$ cat config.mk
export PLATFORM = sky130hd
export DESIGN_NAME = dct_da_row_sched
export DESIGN_NICKNAME = d
export VERILOG_FILES = /design/src/rtl/dct_pkg.sv /design/src/rtl/dct_in_pingpong.sv /design/src/rtl/dct_da_row_sched.sv
export SDC_FILE = /design/constraint.sdc
export NUM_CORES = 1
export LEC_CHECK = 0
export CORE_MARGIN = 4
export CORE_UTILIZATION = 48
export CTS_CLUSTER_DIAMETER = 40
export DETAILED_ROUTE_END_ITERATION = 10
export PLACE_DENSITY = 0.77
export SYNTH_ARGS = -nofsm -noshare
export SYNTH_HDL_FRONTEND = slang
export SYNTH_SLANG_ARGS = --single-unit
$ cat constraint.sdc
create_clock -name sys_clk -period 2.65 [get_ports sys_clk]
set_input_delay 0.3975 -clock sys_clk [delete_from_list [all_inputs] [get_ports sys_clk]]
set_output_delay 0.3975 -clock sys_clk [all_outputs]
set_load 0.05 [all_outputs]
$ cat src/rtl/dct_pkg.sv
// Shared types and constants for the DA-based 1-D DCT row scheduler.
package dct_pkg;

  localparam int unsigned DW     = 12;
  localparam int unsigned DA_LAT = 6;
  localparam int unsigned NCOEF  = 8;

  typedef enum logic [2:0] {IDLE, BFLY, ISSUE, WAIT, CAPT} state_t;

  typedef logic signed [DW-1:0] sample_t;
  typedef sample_t [7:0]        row_t;

  // Signed add or subtract, clamped to the DW-bit two's complement range.
  function automatic sample_t sat_addsub(input sample_t a, input sample_t b, input logic sub);
    logic [DW:0] r;
    r = sub ? ({a[DW-1], a} - {b[DW-1], b}) : ({a[DW-1], a} + {b[DW-1], b});
    if (r[DW] != r[DW-1]) begin
      sat_addsub = r[DW] ? {1'b1, {(DW-1){1'b0}}} : {1'b0, {(DW-1){1'b1}}};
    end else begin
      sat_addsub = r[DW-1:0];
    end
  endfunction

endpackage

$ cat src/rtl/dct_in_pingpong.sv
// Two 8-sample input banks: one fills while the other waits for the butterfly.
module dct_in_pingpong
  import dct_pkg::*;
(
  input  logic    clk,
  input  logic    rst,
  input  logic    wr_valid,
  input  sample_t wr_data,
  output logic    wr_ready,
  output logic    rd_full,
  output row_t    rd_row,
  input  logic    rd_free
);

  row_t       bank_q [2];
  logic [2:0] wr_ptr_q;
  logic       wr_bank_q;
  logic       rd_bank_q;
  logic [1:0] full_q;
  logic       wr_fire;
  logic       wr_done;

  assign wr_ready = ~(full_q[0] & full_q[1]);
  assign wr_fire  = wr_valid & wr_ready;
  assign wr_done  = wr_fire & (wr_ptr_q == 3'd7);
  assign rd_full  = full_q[rd_bank_q];
  assign rd_row   = bank_q[rd_bank_q];

  // Banks are consumed in fill order, so a write and a free never hit the same bank.
  always_ff @(posedge clk or posedge rst) begin
    if (rst) begin
      wr_ptr_q  <= 3'd0;
      wr_bank_q <= 1'b0;
      rd_bank_q <= 1'b0;
      full_q    <= 2'b00;
    end else begin
      if (wr_fire) wr_ptr_q <= wr_ptr_q + 3'd1;
      if (wr_done) begin
        wr_bank_q         <= ~wr_bank_q;
        full_q[wr_bank_q] <= 1'b1;
      end
      if (rd_free) begin
        rd_bank_q         <= ~rd_bank_q;
        full_q[rd_bank_q] <= 1'b0;
      end
    end
  end

  always_ff @(posedge clk) begin
    if (wr_fire) bank_q[wr_bank_q][wr_ptr_q] <= wr_data;
  end

endmodule

$ cat src/rtl/dct_da_row_sched.sv
// Row scheduler: butterfly, eight serialized DA jobs, in-order coefficient stream.
module dct_da_row_sched
  import dct_pkg::*;
#(
  parameter int unsigned DW     = dct_pkg::DW,
  parameter int unsigned DA_LAT = dct_pkg::DA_LAT,
  parameter int unsigned NCOEF  = dct_pkg::NCOEF
) (
  input  logic                 sys_clk,
  input  logic                 sys_rst,
  input  logic                 in_valid,
  output logic                 in_ready,
  input  logic signed [DW-1:0] in_data,
  output logic                 da_start,
  output logic [2:0]           da_coef,
  output logic signed [DW-1:0] da_x0,
  output logic signed [DW-1:0] da_x1,
  output logic signed [DW-1:0] da_x2,
  output logic signed [DW-1:0] da_x3,
  input  logic signed [DW-1:0] da_result,
  output logic                 out_valid,
  input  logic                 out_ready,
  output logic signed [DW-1:0] out_data,
  output logic                 out_last,
  output logic                 busy
);

  localparam int unsigned CW = $clog2(DA_LAT);

  state_t        state_q, state_d;
  logic [2:0]    k_q, k_d;
  logic [CW-1:0] cnt_q, cnt_d;
  logic          bank_free;
  logic          capt;
  logic          bank_full;
  row_t          row;

  sample_t       s_q [4];
  sample_t       d_q [4];
  sample_t       rbuf_q [8];
  logic [3:0]    wr_count_q;
  logic [2:0]    rd_ptr_q;
  logic          out_fire;
  logic          odd_k;

  dct_in_pingpong u_in (
    .clk      (sys_clk),
    .rst      (sys_rst),
    .wr_valid (in_valid),
    .wr_data  (in_data),
    .wr_ready (in_ready),
    .rd_full  (bank_full),
    .rd_row   (row),
    .rd_free  (bank_free)
  );

  always_ff @(posedge sys_clk or posedge sys_rst) begin
    if (sys_rst) begin
      state_q <= IDLE;
      k_q     <= 3'd0;
      cnt_q   <= '0;
    end else begin
      state_q <= state_d;
      k_q     <= k_d;
      cnt_q   <= cnt_d;
    end
  end

  // A new row starts only once the previous row has fully drained downstream.
  always_comb begin
    state_d   = state_q;
    k_d       = k_q;
    cnt_d     = cnt_q;
    bank_free = 1'b0;
    capt      = 1'b0;
    unique case (state_q)
      IDLE: begin
        if (bank_full && (wr_count_q == 4'd0)) state_d = BFLY;
      end
      BFLY: begin
        bank_free = 1'b1;
        k_d       = 3'd0;
        state_d   = ISSUE;
      end
      ISSUE: begin
        cnt_d   = '0;
        state_d = WAIT;
      end
      WAIT: begin
        if (cnt_q == CW'(DA_LAT - 2)) state_d = CAPT;
        else                          cnt_d   = cnt_q + CW'(1);
      end
      CAPT: begin
        capt = 1'b1;
        if (k_q == 3'(NCOEF - 1)) begin
          state_d = IDLE;
        end else begin
          k_d     = k_q + 3'd1;
          state_d = ISSUE;
        end
      end
      default: state_d = IDLE;
    endcase
  end

  always_ff @(posedge sys_clk or posedge sys_rst) begin
    if (sys_rst) begin
      for (int i = 0; i < 4; i++) begin
        s_q[i] <= '0;
        d_q[i] <= '0;
      end
    end else if (state_q == BFLY) begin
      for (int i = 0; i < 4; i++) begin
        s_q[i] <= sat_addsub(row[i], row[3'(7 - i)], 1'b0);
        d_q[i] <= sat_addsub(row[i], row[3'(7 - i)], 1'b1);
      end
    end
  end

  assign odd_k    = k_q[0];
  assign da_start = (state_q == ISSUE);
  assign da_coef  = k_q;
  assign da_x0    = odd_k ? d_q[0] : s_q[0];
  assign da_x1    = odd_k ? d_q[1] : s_q[1];
  assign da_x2    = odd_k ? d_q[2] : s_q[2];
  assign da_x3    = odd_k ? d_q[3] : s_q[3];
  assign busy     = (state_q != IDLE);

  assign out_valid = ({1'b0, rd_ptr_q} < wr_count_q);
  assign out_fire  = out_valid & out_ready;
  assign out_data  = out_valid ? rbuf_q[rd_ptr_q] : '0;
  assign out_last  = out_valid & (rd_ptr_q == 3'(NCOEF - 1));

  // Result buffer occupancy; consuming the last coefficient empties it.
  always_ff @(posedge sys_clk or posedge sys_rst) begin
    if (sys_rst) begin
      wr_count_q <= 4'd0;
      rd_ptr_q   <= 3'd0;
    end else if (out_fire && (rd_ptr_q == 3'(NCOEF - 1))) begin
      wr_count_q <= 4'd0;
      rd_ptr_q   <= 3'd0;
    end else begin
      if (capt)     wr_count_q <= wr_count_q + 4'd1;
      if (out_fire) rd_ptr_q   <= rd_ptr_q + 3'd1;
    end
  end

  always_ff @(posedge sys_clk) begin
    if (capt) rbuf_q[k_q] <= da_result;
  end

endmodule

==> results.json, run 1 <==
{
  "grt_overflow": 0,
  "critical_path.max_stage_delay_ns": 0.61,
  "final_area_um2": 6550,
  "detail_route.vias_per_cell": 5.21,
  "synthToLayoutAreaGrowth_pct": 19.4,
  "fraction_of_synthesis_flops_using_an_asynchronous_set_or_reset_pin_pct": 19.3,
  "power.density_nw_per_um2": 1240,
  "hold-worst-slack_ns": 0.333,
  "cts.root.buffer_cell": "sky130_fd_sc_hd__clkbuf_16",
  "status": "complete, no violations",
  "critical_path_required_ns": 2.25,
  "finClkSkew_ns": 0.00670,
  "crit_path_cell_trace": "buf_4 > mux2_2 > o22ai_1 > nor3_2 > buf_4",
  "clk_latency_ns": 0.40,
  "fillCellCount": 835,
  "max_rail_drop_vdd_mv": 0.935,
  "insertedDiodeCount": 0,
  "reg2regPathDepth": 3,
  "timing.fmax_mhz": 393,
  "initial_utilization_pct": 49.8,
  "multiInputGateArea_um2": 1760,
  "critical_path.max_fanout": 16,
  "htree_levels": 4,
  "drive_gt1_share_pct": 31.7,
  "placementRows": 38,
  "ys.warnings.count": 0,
  "yosysSeqAreaShare_pct": 63.0,
  "drt-total-wl_um": 10400,
  "leakagePower_nw": 2.46,
  "worst_setup_hold_path_clk_slew_ns": 0.06,
  "final_period_minus_worst_setup_slack_ns": 2.55,
  "postSynthRegisterBits": 119,
  "slew_worst_pin_ns": 0.516,
  "place.gp.congestion": 0.747,
  "max-clock-path-buffers": 2,
  "number_of_vias_after_detailed_routing": 3093,
  "postSynthAreaPerCell_um2": 14.4,
  "synthDistinctLibCells": 46,
  "crit_type": "reg -> out",
  "dp.final_hpwl_um": 6460,
  "synth_top_area_share_pct": 52.5,
  "finalSetupViolCount": 0,
  "first_pass_iters": 4,
  "synthesis.area_um2": 5490,
  "post-synth-top-count-cell": "sky130_fd_sc_hd__edfxtp_1",
  "design.final.nets": 482,
  "ff_latch_area_um2": 3460,
  "hold_path_class": "in -> async",
  "cap_viol_max_count": 0,
  "first_iter_violations": 160,
  "groute.usage.overall_pct": 16.2,
  "slew_margin_rel_pct": 65.5,
  "synth.top_cells.by_count": "sky130_fd_sc_hd__edfxtp_1, sky130_fd_sc_hd__buf_4, sky130_fd_sc_hd__mux2_2, sky130_fd_sc_hd__o22ai_1, sky130_fd_sc_hd__dfrtp_1",
  "fp.dieH_um": 115,
  "worst_path_dominant_cell_family": "flip-flops",
  "largest_net_degree_at_the_start_of_global_routing": 27,
  "worstPathArrival_ns": 2.15,
  "cts_tree": "done",
  "worst-path-stages": 5,
  "grt_pass1_wl_um": 16100,
  "timing.final.crit_share_pct": 96.1,
  "dpl_cell_area_um2": 5850,
  "remaining_antenna_violation_count": 0,
  "floorplan.die_area_um2": 13200,
  "timing.critical_path.buf_inv": 2,
  "netlist_instances": 382,
  "total_of_buffers_placed_on_input_and_output_ports": 35,
  "grt_antenna_before_repair": 0,
  "cp-start-kind": "flop",
  "clock_sink_count": 119,
  "floorplan.io_pins": 96,
  "critical_path.most_common_cell": "sky130_fd_sc_hd__buf_4",
  "yosys_most_used_dff": "sky130_fd_sc_hd__edfxtp_1",
  "routed_wire_length_per_instance_um": 17.5,
  "detail_route.drc_violations": 0,
  "yosys-top-cells-area": "sky130_fd_sc_hd__edfxtp_1, sky130_fd_sc_hd__mux2_2, sky130_fd_sc_hd__dfrtp_1, sky130_fd_sc_hd__buf_4, sky130_fd_sc_hd__ha_1",
  "core_area_um2": 11000,
  "worst_path_max_delay_cell": "sky130_fd_sc_hd__dfrtp_2",
  "timing.final.max_slew_violations": 0,
  "final_hold_violations": 0,
  "synth_edf_count": 96,
  "die-width_um": 115,
  "library_cell_with_the_largest_summed_area_after_synthesis": "sky130_fd_sc_hd__edfxtp_1",
  "tritoncts.num_buffers": 17,
  "worstSetupEndpointType": "primary output",
  "via_count_of_the_first_global_routing_pass": 3167
}
-- placed cells by master, fill, tap and decap left out, types with 3 or more instances in the layout --
cell type / Yosys / layout
sky130_fd_sc_hd__o21ai_0: 3 / 3
sky130_fd_sc_hd__bufinv_16: 0 / 3
sky130_fd_sc_hd__clkinv_2: 0 / 3
sky130_fd_sc_hd__nor2_1: 12 / 11
sky130_fd_sc_hd__xnor2_1: 5 / 5
sky130_fd_sc_hd__inv_1: 7 / 5
sky130_fd_sc_hd__nand2b_1: 5 / 5
sky130_fd_sc_hd__clkbuf_16: 0 / 17
sky130_fd_sc_hd__nor2b_1: 3 / 3
sky130_fd_sc_hd__mux2_2: 54 / 54
sky130_fd_sc_hd__nand3_1: 5 / 5
sky130_fd_sc_hd__clkdlybuf4s50_1: 0 / 20
sky130_fd_sc_hd__conb_1: 1 / 48
sky130_fd_sc_hd__a21oi_1: 4 / 4
sky130_fd_sc_hd__edfxtp_1: 96 / 96
sky130_fd_sc_hd__nor3_2: 1 / 6
sky130_fd_sc_hd__clkinv_4: 0 / 6
sky130_fd_sc_hd__buf_4: 54 / 36
sky130_fd_sc_hd__dfrtp_1: 23 / 21
sky130_fd_sc_hd__ha_1: 12 / 10
sky130_fd_sc_hd__a31oi_1: 5 / 5
sky130_fd_sc_hd__o22ai_1: 24 / 24
sky130_fd_sc_hd__nand2_1: 15 / 15
sky130_fd_sc_hd__nor3_1: 16 / 11
-- worst min-delay path, cell delays in order --
cell	delay (ns)
sky130_fd_sc_hd__clkdlybuf4s50_1	0.39
sky130_fd_sc_hd__inv_1	0.05
sky130_fd_sc_hd__buf_4	0.29
-- path summary, 6_finish.rpt --
kind,startpoint,endpoint,slack [ns]
min in group sys_clk,cnt_q[0]$_DFFE_PP0P_,cnt_q[0]$_DFFE_PP0P_,0.49
worst max-delay path,rd_ptr_q[0]$_DFFE_PP0P_,out_data[7],0.10
worst min register to register,cnt_q[0]$_DFFE_PP0P_,cnt_q[0]$_DFFE_PP0P_,0.49
worst min-delay path,sys_rst,cnt_q[2]$_DFFE_PP0P_,0.33
max in group asynchronous,sys_rst,rd_ptr_q[0]$_DFFE_PP0P_,2.06
worst max register to register,state_q[0]$_DFFE_PP0P_,rbuf_q[0][11]$_DFFE_PP_,0.65
-- cell type report --
type	instances	share of cell area [%]
Clock buffer	17	6.49
Clock inverter	14	2.67
Inverter	7	0.458
Multi-Input combinational cell	237	26.9
Sequential cell	119	52.8
Tap cell	140	2.67
Timing Repair Buffer	60	8.02
-- logic make-up after synthesis --
| family | count (synthesis) | synth area share (%) |
|---|---|---|
| XOR/XNOR | 5 | 0.798 |
| multiplexers | 56 | 11.4 |
| adder cells (fa/ha/maj) | 12 | 2.74 |
| buffers and inverters | 73 | 9.03 |
| flip-flops | 119 | 63.0 |
| AO/OA/AOI/OAI | 45 | 5.68 |
| AND/OR/NAND/NOR | 71 | 7.25 |
| other | 1 | 0.0683 |
-- flip-flops by register name, summed over array words and instances (netlist names) --
signal          flops
state_q             3
u_in.wr_bank_q      1
u_in.full_q         2
u_in.wr_ptr_q       3
rd_ptr_q            3
u_in.rd_bank_q      1
da_coef             3
cnt_q               3
rbuf_q             96
wr_count_q          4
-- metal layers --
layer / vias up / global-route usage [%] / routed length (um)
li1: 1448 / - / -
met1: 1557 / 19.0 / 4240
met2: 82 / 28.2 / 5490
met3: 6 / 5.42 / 553
met4: 0 / 5.01 / 76
met5: - / 0 / 0
-- stage by stage --
step	setup WS [ns]	power [W]	TNS, ns	util (%)	cells
2_1_floorplan	-0.0864	0.00490	-0.864	-	429
3_3_place_gp	0.428	0.00564	0	53.1	555
3_5_place_dp	0.411	0.00570	0	53.1	555
4_1_cts	0.00235	0.00803	0	58.5	586
5_1_grt	-0.0311	0.00856	-0.0327	59.4	594
6_report	0.103	0.00814	0	59.4	594
-- power by group --
part	switching, W	internal, W	leakage [nW]	total [W]
combinational	0.00211	0.00136	1.02	0.00347
sequential	0.000212	0.00217	1.15	0.00238
clock	0.000816	0.00148	0.297	0.00230
total	0.00314	0.00501	2.46	0.00814
-- what timing repair did --
item	4_1_cts	5_1_grt
hold buffers	0	0
resized for setup	1	9
pin swaps	0	2
gates cloned	0	0
endpoints found under the setup margin	5	13
setup buffers	0	8
Power figures use the tool's default switching activity.
==> inputs of run 2 (changes only) <==
Settings changed: GPL_ROUTABILITY_DRIVEN from default to 0, SLEW_MARGIN from default to 20.
==> results of run 2 <==
Final layout, timing and power as in run 1 (identical DEF).
==> inputs of run 3 (changes only) <==
Settings changed: CELL_PAD_IN_SITES_DETAIL_PLACEMENT from default to 2, CELL_PAD_IN_SITES_GLOBAL_PLACEMENT from default to 2, CORE_UTILIZATION 48 to 33, PLACE_DENSITY 0.77 to default, PLACE_DENSITY_LB_ADDON from default to 0.1, SETUP_SLACK_MARGIN from default to 0.3.
==> run 3 against run 2 <==
Effect of this change:
- global-route usage increased by 0.84 points
- routed wire length increased by 43%
- critical path type unchanged
- via count increased by 6.0%
- critical path depth increased by 2
- register-to-register slack improved by 0.03 ns
- final cell count increased by 16%
- sequential share of layout area decreased by 6.5 points
- power increased by 24%
- combinational power increased by 61%
- hold slack got worse by 0.043 ns
- cell area increased by 14%
==> results.json, run 3 (synthesis gave the netlist of run 1 again) <==
{
  "status": "complete, no violations",
  "post_cts_hold_buffer_count": 0,
  "worst_setup_hold_path_clk_slew_ns": 0.05,
  "met3_usage_pct": 5.00,
  "crit_path_launch": "rd_ptr_q[0]$_DFFE_PP0P_",
  "floorplan.io_pins": 96,
  "pwr-share-comb_pct": 55.3,
  "max_rail_drop_vdd_mv": 0.549,
  "core_area_um2": 16100,
  "final_hold_violations": 0,
  "power.switching_fraction_pct": 39.9,
  "groute.usage.overall_pct": 17.1,
  "initial_utilization_pct": 34.1,
  "grt_antenna_before_repair": 0,
  "largest_net_degree_at_the_start_of_global_routing": 17,
  "critical_path_required_ns": 2.25,
  "power.share.sequential_pct": 23.1,
  "slew_worst_pin_ns": 0.639,
  "finClkSkew_ns": 0.00946,
  "first_iter_violations": 191,
  "worst_path_dominant_cell_family": "buffers and inverters",
  "first_pass_iters": 4,
  "most_common_cell_after_layout_fill_and_taps_aside": "sky130_fd_sc_hd__edfxtp_1",
  "fillCellCount": 1568,
  "place_worst_setup_slack_ns": 0.283,
  "critical_path.most_common_cell": "sky130_fd_sc_hd__buf_6",
  "detail_route.vias_per_cell": 4.74,
  "cts.root.buffer_cell": "sky130_fd_sc_hd__clkbuf_16",
  "timing.final.crit_share_pct": 93.0,
  "worst_path_max_delay_cell": "sky130_fd_sc_hd__dfrtp_2",
  "tritoncts.num_buffers": 17,
  "timing.critical_path.buf_inv": 4,
  "total_of_buffers_placed_on_input_and_output_ports": 35,
  "routed_wire_length_per_instance_um": 21.4,
  "drive_gt1_share_pct": 40.5,
  "top_regs": "rbuf_q: 96 flops, wr_count_q: 4 flops",
  "drt-total-wl_um": 14800,
  "finalSetupViolCount": 0,
  "report.power.total_w": 0.0101,
  "critical_path.max_stage_delay_ns": 0.48,
  "hold_path_class": "in -> async",
  "crit_path_cell_trace": "buf_6 > buf_12 > buf_16 > mux2_4 > o22ai_4 > nor3_4 > buf_6",
  "globalRoute.busiestLayer": "met2",
  "cts_tree": "done",
  "grt_overflow": 0,
  "critical_path.max_fanout": 6,
  "dp.final_hpwl_um": 7920,
  "grt_pass1_wl_um": 22800,
  "final_non_filler_cell_total": 692,
  "hold-worst-slack_ns": 0.290,
  "cp-start-kind": "flop",
  "die-width_um": 137,
  "clock_sink_count": 119,
  "remaining_antenna_violation_count": 0,
  "grt_util_met2_pct": 27.8,
  "detail_route.drc_violations": 0,
  "placementRows": 46,
  "worst_slack_ns": 0.185,
  "power_dissipated_by_switching_net_loads_w": 0.00403,
  "max-clock-path-buffers": 2,
  "insertedDiodeCount": 0,
  "number_of_vias_after_detailed_routing": 3279,
  "cap_viol_max_count": 0,
  "ff_latch_area_um2": 3460,
  "rsz0062_at_grt": "true",
  "clk_latency_ns": 0.43,
  "leakagePower_nw": 2.76,
  "grt_util_met1_pct": 21.6,
  "largest_reg_flops": 96,
  "via_count_of_the_first_global_routing_pass": 3662,
  "slew_margin_rel_pct": 57.3,
  "largest_register": "rbuf_q",
  "regToRegStartpoint": "state_q[0]$_DFFE_PP0P_",
  "multiInputGateArea_um2": 2220,
  "numPlacedInstances": 633,
  "timing.final.max_slew_violations": 0,
  "design.final.nets": 503,
  "final_period_minus_worst_setup_slack_ns": 2.46,
  "power.share.clock_pct": 21.6,
  "power_report.internal_total_w": 0.00607,
  "fp.dieH_um": 137,
  "most_used_cells_in_the_layout_excluding_fill_and_tap_cells": "sky130_fd_sc_hd__edfxtp_1, sky130_fd_sc_hd__conb_1, sky130_fd_sc_hd__mux2_2, sky130_fd_sc_hd__buf_4",
  "reg2regPathDepth": 3,
  "worstPathArrival_ns": 2.07,
  "power.density_nw_per_um2": 1350,
  "floorplan.die_area_um2": 18800,
  "htree_levels": 4,
  "worst-path-stages": 7,
  "timing.fmax_mhz": 406,
  "worstSetupEndpointType": "primary output",
  "postLayoutCoreUtil_pct": 46.4,
  "crit_type": "reg -> out",
  "synthToLayoutAreaGrowth_pct": 36.1
}
## run 3: changes by cell type in the layout (fill, tap and decap cells not counted), sizes merged
| cell | previous run | this run |
|---|---|---|
| buf | 39 | 60 |
| clkbuf | 17 | 20 |
| dlygate4sd2 | 0 | 2 |
| inv | 8 | 6 |
| bufinv | 3 | 2 |
| clkdlybuf4s50 | 20 | 19 |
| clkinvlp | 1 | 2 |
| dlymetal6s2s | 1 | 0 |
## run 3: area by class of cell
type | count | area share (%)
tap | 216 | 3.62
multi-input combinational | 237 | 29.7
clock buffer | 20 | 5.85
inverter | 7 | 0.402
clock inverter | 12 | 1.47
sequential | 119 | 46.4
timing repair buffer | 81 | 12.6
## run 3: path summary, 6_finish.rpt
kind	slack, ns	to
max reg2reg	0.68	rbuf_q[1][10]$_DFFE_PP_
max in group asynchronous	1.79	state_q[0]$_DFFE_PP0P_
max	0.19	out_data[4]
min reg2reg	0.48	u_in.wr_ptr_q[0]$_DFFE_PP0P_
min in group sys_clk	0.48	u_in.wr_ptr_q[0]$_DFFE_PP0P_
min	0.29	state_q[2]$_DFFE_PP0P_
## run 3: through the flow
step / TNS [ns] / cell area [um^2]
3_3_place_gp: 0 / 5960
2_1_floorplan: -0.864 / 5670
6_report: 0 / 7470
4_1_cts: 0 / 7280
5_1_grt: 0 / 7470
3_5_place_dp: 0 / 5960
## run 3: power by group through the flow
stage | clock (W) | combinational (W) | sequential (W)
after CTS | 0.00222 | 0.00526 | 0.00234
after global placement | 0 | 0.00339 | 0.00237
after global routing | 0.00234 | 0.00591 | 0.00236
after detailed placement | 0 | 0.00344 | 0.00238
after floorplan | 0 | 0.00258 | 0.00232
final | 0.00218 | 0.00558 | 0.00234
## run 3: what timing repair did
| item | CTS | global route |
|---|---|---|
| gates resized for setup | 97 | 27 |
| setup endpoints to repair | 16 | 15 |
| buffers inserted | 16 | 4 |
| pin swaps | 17 | 9 |
| gates cloned | 7 | 0 |
## run 3: worst register-to-register path, cell delays in order (launching register included)
cell and delay [ns]:
sky130_fd_sc_hd__dfrtp_2 0.51, sky130_fd_sc_hd__or3b_1 0.61, sky130_fd_sc_hd__nor3_2 0.23, sky130_fd_sc_hd__buf_4 0.29
## run 3: routing by layer
metal  share of wire [%]  up-vias
met2                  51       70
met4                 1.6        0
li1                    -     1499
met5                   0        -
met3                 4.4       20
met1                  43     1690
